<file path="src/rtl/health_hit_ctrl.sv">
// Player health, post-hit invulnerability with blink strobe, game-over and score
// accumulation. Sits between the monster detect units and the render/HUD logic.
module health_hit_ctrl #(
    parameter int          MONSTER_NUM   = 2,
    parameter int          HEALTH_INIT   = 5,
    parameter int          INVULN_CYCLES = 300_000_000,
    parameter int          BLINK_CYCLES  = 10_000_000,
    parameter logic [31:0] SCORE_STEP    = 32'd10
) (
    input  logic                   clk,
    input  logic                   rstn,
    input  logic                   restart,
    input  logic [MONSTER_NUM-1:0] hit,
    input  logic [MONSTER_NUM-1:0] frozen,
    output logic [3:0]             health,
    output logic                   invuln,
    output logic                   blink,
    output logic                   hit_pulse,
    output logic [3:0]             hit_idx,
    output logic                   game_over,
    output logic [31:0]            score
);

    typedef enum logic [1:0] {
        ALIVE  = 2'd0,
        INVULN = 2'd1,
        DEAD   = 2'd2
    } state_t;

    state_t                 state, state_next;
    logic [3:0]             health_next;
    logic                   blink_next;
    logic                   hit_pulse_next;
    logic [3:0]             hit_idx_next;
    logic [31:0]            score_next;
    logic [31:0]            inv_cnt, inv_cnt_next;
    logic [31:0]            blink_cnt, blink_cnt_next;
    logic [MONSTER_NUM-1:0] frozen_prev;
    logic [MONSTER_NUM-1:0] new_frozen;
    logic [4:0]             new_count;
    logic [37:0]            score_sum;
    logic [31:0]            score_sat;

    function automatic logic [4:0] count_ones(input logic [MONSTER_NUM-1:0] v);
        logic [4:0] n;
        n = 5'd0;
        for (int i = 0; i < MONSTER_NUM; i++) begin
            n = n + 5'(v[i]);
        end
        return n;
    endfunction

    function automatic logic [3:0] lowest_set(input logic [MONSTER_NUM-1:0] v);
        logic [3:0] idx;
        idx = 4'd0;
        for (int i = MONSTER_NUM - 1; i >= 0; i--) begin
            if (v[i]) begin
                idx = 4'(i);
            end
        end
        return idx;
    endfunction

    // Only rising freeze edges score; wide sum so any overflow can be clamped.
    always_comb begin
        new_frozen = frozen & ~frozen_prev;
        new_count  = count_ones(new_frozen);
        score_sum  = {6'd0, score} + (38'(new_count) * {6'd0, SCORE_STEP});
        score_sat  = (|score_sum[37:32]) ? 32'hFFFF_FFFF : score_sum[31:0];
    end

    always_comb begin
        state_next     = state;
        health_next    = health;
        blink_next     = blink;
        hit_pulse_next = 1'b0;
        hit_idx_next   = hit_idx;
        score_next     = score;
        inv_cnt_next   = inv_cnt;
        blink_cnt_next = blink_cnt;

        if (restart) begin
            state_next     = ALIVE;
            health_next    = 4'(HEALTH_INIT);
            blink_next     = 1'b0;
            score_next     = 32'd0;
            inv_cnt_next   = 32'd0;
            blink_cnt_next = 32'd0;
        end else begin
            if (state != DEAD) begin
                score_next = score_sat;
            end
            case (state)
                ALIVE: begin
                    if (|hit) begin
                        hit_pulse_next = 1'b1;
                        hit_idx_next   = lowest_set(hit);
                        if (health <= 4'd1) begin
                            state_next  = DEAD;
                            health_next = 4'd0;
                        end else begin
                            state_next     = INVULN;
                            health_next    = health - 4'd1;
                            inv_cnt_next   = 32'(INVULN_CYCLES - 1);
                            blink_cnt_next = 32'(BLINK_CYCLES - 1);
                            blink_next     = 1'b1;
                        end
                    end
                end
                INVULN: begin
                    if (inv_cnt == 32'd0) begin
                        state_next = ALIVE;
                        blink_next = 1'b0;
                    end else begin
                        inv_cnt_next = inv_cnt - 32'd1;
                        if (blink_cnt == 32'd0) begin
                            blink_cnt_next = 32'(BLINK_CYCLES - 1);
                            blink_next     = ~blink;
                        end else begin
                            blink_cnt_next = blink_cnt - 32'd1;
                        end
                    end
                end
                default: begin
                end
            endcase
        end
    end

    always_ff @(posedge clk or negedge rstn) begin
        if (!rstn) begin
            state       <= ALIVE;
            health      <= 4'(HEALTH_INIT);
            blink       <= 1'b0;
            hit_pulse   <= 1'b0;
            hit_idx     <= 4'd0;
            score       <= 32'd0;
            inv_cnt     <= 32'd0;
            blink_cnt   <= 32'd0;
            frozen_prev <= '0;
        end else begin
            state       <= state_next;
            health      <= health_next;
            blink       <= blink_next;
            hit_pulse   <= hit_pulse_next;
            hit_idx     <= hit_idx_next;
            score       <= score_next;
            inv_cnt     <= inv_cnt_next;
            blink_cnt   <= blink_cnt_next;
            frozen_prev <= frozen;
        end
    end

    assign invuln    = (state == INVULN);
    assign game_over = (state == DEAD);

endmodule
</file>
<file path="config.mk">
export PLATFORM = sky130hd
export DESIGN_NAME = health_hit_ctrl
export DESIGN_NICKNAME = d
export VERILOG_FILES = /design/src/rtl/health_hit_ctrl.sv
export SDC_FILE = /design/constraint.sdc
export NUM_CORES = 1
export LEC_CHECK = 0
export CAP_MARGIN = 10
export CORE_AREA = 2 2 101 113
export CTS_CLUSTER_DIAMETER = 200
export DETAILED_ROUTE_END_ITERATION = 7
export DIE_AREA = 0 0 103 115
export HOLD_SLACK_MARGIN = 0.02
export PLACE_DENSITY = 0.78
export SLEW_MARGIN = 10
export SYNTH_ARGS = -nofsm -noshare
export SYNTH_HDL_FRONTEND = slang
export SYNTH_SLANG_ARGS = --single-unit
</file>
<file path="constraint.sdc">
create_clock -name clk -period 8.8 [get_ports clk]
set_clock_uncertainty 0.2 [all_clocks]
set_input_delay 1.76 -clock clk [delete_from_list [all_inputs] [get_ports clk]]
set_output_delay 1.76 -clock clk [all_outputs]
set_load 0.01 [all_outputs]
</file>
==> qor.txt <==
Finished Layout Cells -> 858
Synth Area in Simple Gates -> 0.222
Synth area leader -> dfrtp_1
most frequent CP cell -> ha_1
layout cells sized above 1 -> 0.0759
Final Hold Vio Count -> 0
area grow syn2layout -> 13.3%
CP max-delay cell -> nand3_1
DR iter-0 viols -> 429
hpwl dp -> 9.51 mm
Compound-Gate Fraction of Synth Area -> 0.212
Worst Path Required -> 8.85 ns
CP cell instances -> clkdlybuf4s50_1 > nor2b_1 > ha_1 > ha_1 > and2_1 > a311oi_1 > nor4_2 > nand3_1 > o21ai_0
Post-CTS Repair Setup Buffers -> 0
r2r worst-path depth -> 7
initial antenna violation count -> 0
setup TNS -> 0 ns
worst setup margin -> 3.78 ns
Worst-Skew Late Latency -> 0.35 ns
Ant. Diodes -> 0
most common cell in the netlist -> dfrtp_1
Vias/cell -> 6.22
main combinational cell family by area after synthesis -> simple AND/OR/NAND/NOR gates
DP Area -> 6600 µm²
CTS Buf Count -> 9
leakage power -> 2.79 nW
DRC -> 0
CTS Root Cell -> clkbuf_16
max cap viols -> 0
Die Y -> 115 µm
Cells after Synth -> 677
post-cts sizing count -> 0
first-pass GRT wire length -> 24.3 mm
pin count of the biggest net entering global routing -> 67
mapped cell area -> 6100 µm²
R2R setup slack -> 4.95 ns
worst hold-check path type -> reg2reg
R2R Path Start -> inv_cnt[11]
Post-Synth Adder-Cell Area -> 0.0226
Tmin final -> 5.02 ns
hold path depth -> 1
clock edge transition at the registers on the reported setup and hold paths -> 0.07 ns
Peak Freq -> 199 MHz
mux share of post-synthesis cell area -> 0.00492
outcome -> finished clean
full die area -> 11800 µm²
total I/O pin count -> 51
Hold EP -> blink_cnt[31]
Distinct cells, synth -> 64
Die Width -> 103 µm
synth cell count leaders -> dfrtp_1 (105), o21ai_0 (69), nor2_1 (68)
vias -> 5340
startpoint class of the critical path -> input pin
Port Buffers -> 47
DR pass1 iterations -> 4
Arr. time, crit path -> 5.07 ns
Worst-Margin Slew -> 1.03 ns
DP Worst Slack -> 3.37 ns
yosys warns -> 0
EDFF count, synth -> 0
worst path bufs/invs -> 1
RSZ-0062 raised after global routing -> no
worst hold start -> blink_cnt[30]
RD Place Congestion -> 0.875
largest cells by area after synthesis -> dfrtp_1 (43%), o21ai_0 (5.7%), nor2_1 (4.2%)
final non-filler cell area -> 6910 µm²
Setup CP Type -> in2reg
Core Footprint -> 10700 µm²
Hold WS -> 0.306 ns
Syn Area/Cell -> 9.01 µm²
Max Buffers Root-to-Sink -> 2
Worst slew margin -> 0.314
Seq/Total Area, Yosys -> 0.439
Primary FF master, synth -> dfrtp_1
Tcrit/Tclk final -> 0.570
nets -> 724
DR WL/cell -> 16.7 µm
Max VDD drop -> 0.000100 V
cts hold-fix bufs -> 0
TritonCTS clock tree -> done
vias in the first global route -> 5148
Congestion Overflow GR -> 0
Synth Register Bits -> 107
Rows -> 40
area share of the largest cell type after synthesis -> 0.431
area occupied by multi-input gates -> 3160 µm²
Max FO, Critical Path -> 27
fin. max-slew vios -> 0
Final setup viols -> 0
Post-Place Cells -> 842
starting density of the core -> 0.569
ratio of total power to cell area -> 201 nW/µm²
worst r2r dst -> inv_cnt[24]
CP delay by family, top -> simple AND/OR/NAND/NOR gates
Sink Count -> 107
Global Route Usage Sum -> 0.254
CP startpoint -> frozen[0]
Synth async-reset ratio -> 1.00
H-tree levels -> 3
register area -> 2680 µm²
Worst path max stage delay -> 0.74 ns
# fillers -> 900
Detail Route Antenna Nets -> 0
Worst setup EP type -> flip-flop
drt total wl -> 14.3 mm
XOR/XNOR Fraction of Synth Area -> 0.0546
[area by class of cell]
cell class / count / share of cell area
multi-input cells: 516 / 0.457
flip-flops and latches: 107 / 0.388
repair buffers: 53 / 0.0735
clock buffers: 10 / 0.0346
well taps: 147 / 0.0266
clock inverters: 6 / 0.0103
inverters: 19 / 0.0103
[per-stage QoR]
step	power, W	util
final	0.00139	0.645
after global routing	0.00147	0.645
after CTS	0.00139	0.645
after detailed placement	0.000967	0.616
after global placement	0.000950	0.616
after floorplan	0.000861	-
[cells by family after synthesis]
| logic type | after synthesis |
|---|---|
| other cells | 1 |
| mux | 3 |
| fa+ha+maj | 11 |
| buf+inv | 56 |
| xor+xnor | 38 |
| flops | 107 |
| compound gates | 198 |
| simple gates | 263 |
[sequential cells by signal (all words and copies together), names as in the netlist]
signal and count:
blink 1, blink_cnt 32, frozen_prev 2, health 4
hit_idx 1, hit_pulse 1, inv_cnt 32, score 32
state 2
[power breakdown]
| part | leakage [nW] | internal, W | switching (W) |
|---|---|---|---|
| clock network | 0.146 | 0.000231 | 0.000192 |
| registers | 1.42 | 0.000543 | 0.0000611 |
| logic | 1.23 | 0.000136 | 0.000225 |
| total | 2.79 | 0.000910 | 0.000478 |
[how the worst max path moves through the flow]
stage	depth (start not counted)	to
3_3_place_gp	9	score[27]
3_5_place_dp	9	score[8]
4_1_cts	9	score[8]
5_1_grt	9	score[6]
2_1_floorplan	10	score[31]
6_report	9	score[8]
[cells in the final DEF, fill, tap and decap left out, types with 8 or more instances in the layout]
master / synthesis / layout
xor2_1: 20 / 20
nor4_1: 11 / 11
o31ai_1: 8 / 8
xnor2_1: 18 / 18
clkbuf_16: 0 / 9
nand4_1: 13 / 13
a21oi_1: 42 / 42
a31oi_1: 8 / 8
nor3_1: 42 / 42
clkdlybuf4s50_1: 0 / 45
nand2_1: 50 / 50
a311oi_1: 11 / 11
nor2_1: 68 / 68
inv_1: 19 / 19
o21ai_1: 8 / 8
and3_1: 9 / 9
or4_1: 8 / 8
o21ai_0: 69 / 69
ha_1: 11 / 11
dfrtp_1: 105 / 105
nand3_1: 18 / 18
[worst register-to-register path, stage by stage (launching register included)]
cell and delay, ns:
dfrtp_1 0.41, nor4_1 0.50, nand4_1 0.31, nand4b_2 0.65, o21ai_2 0.78, buf_4 0.42, nor2_1 0.21, a22o_1 0.26
[metal layers]
layer	routed length [µm]	global-route usage
met2	7120	0.429
met5	0	0
met1	6240	0.334
met3	676	0.0274
met4	274	0.104
Note: power is estimated with default switching activity, not from simulation.
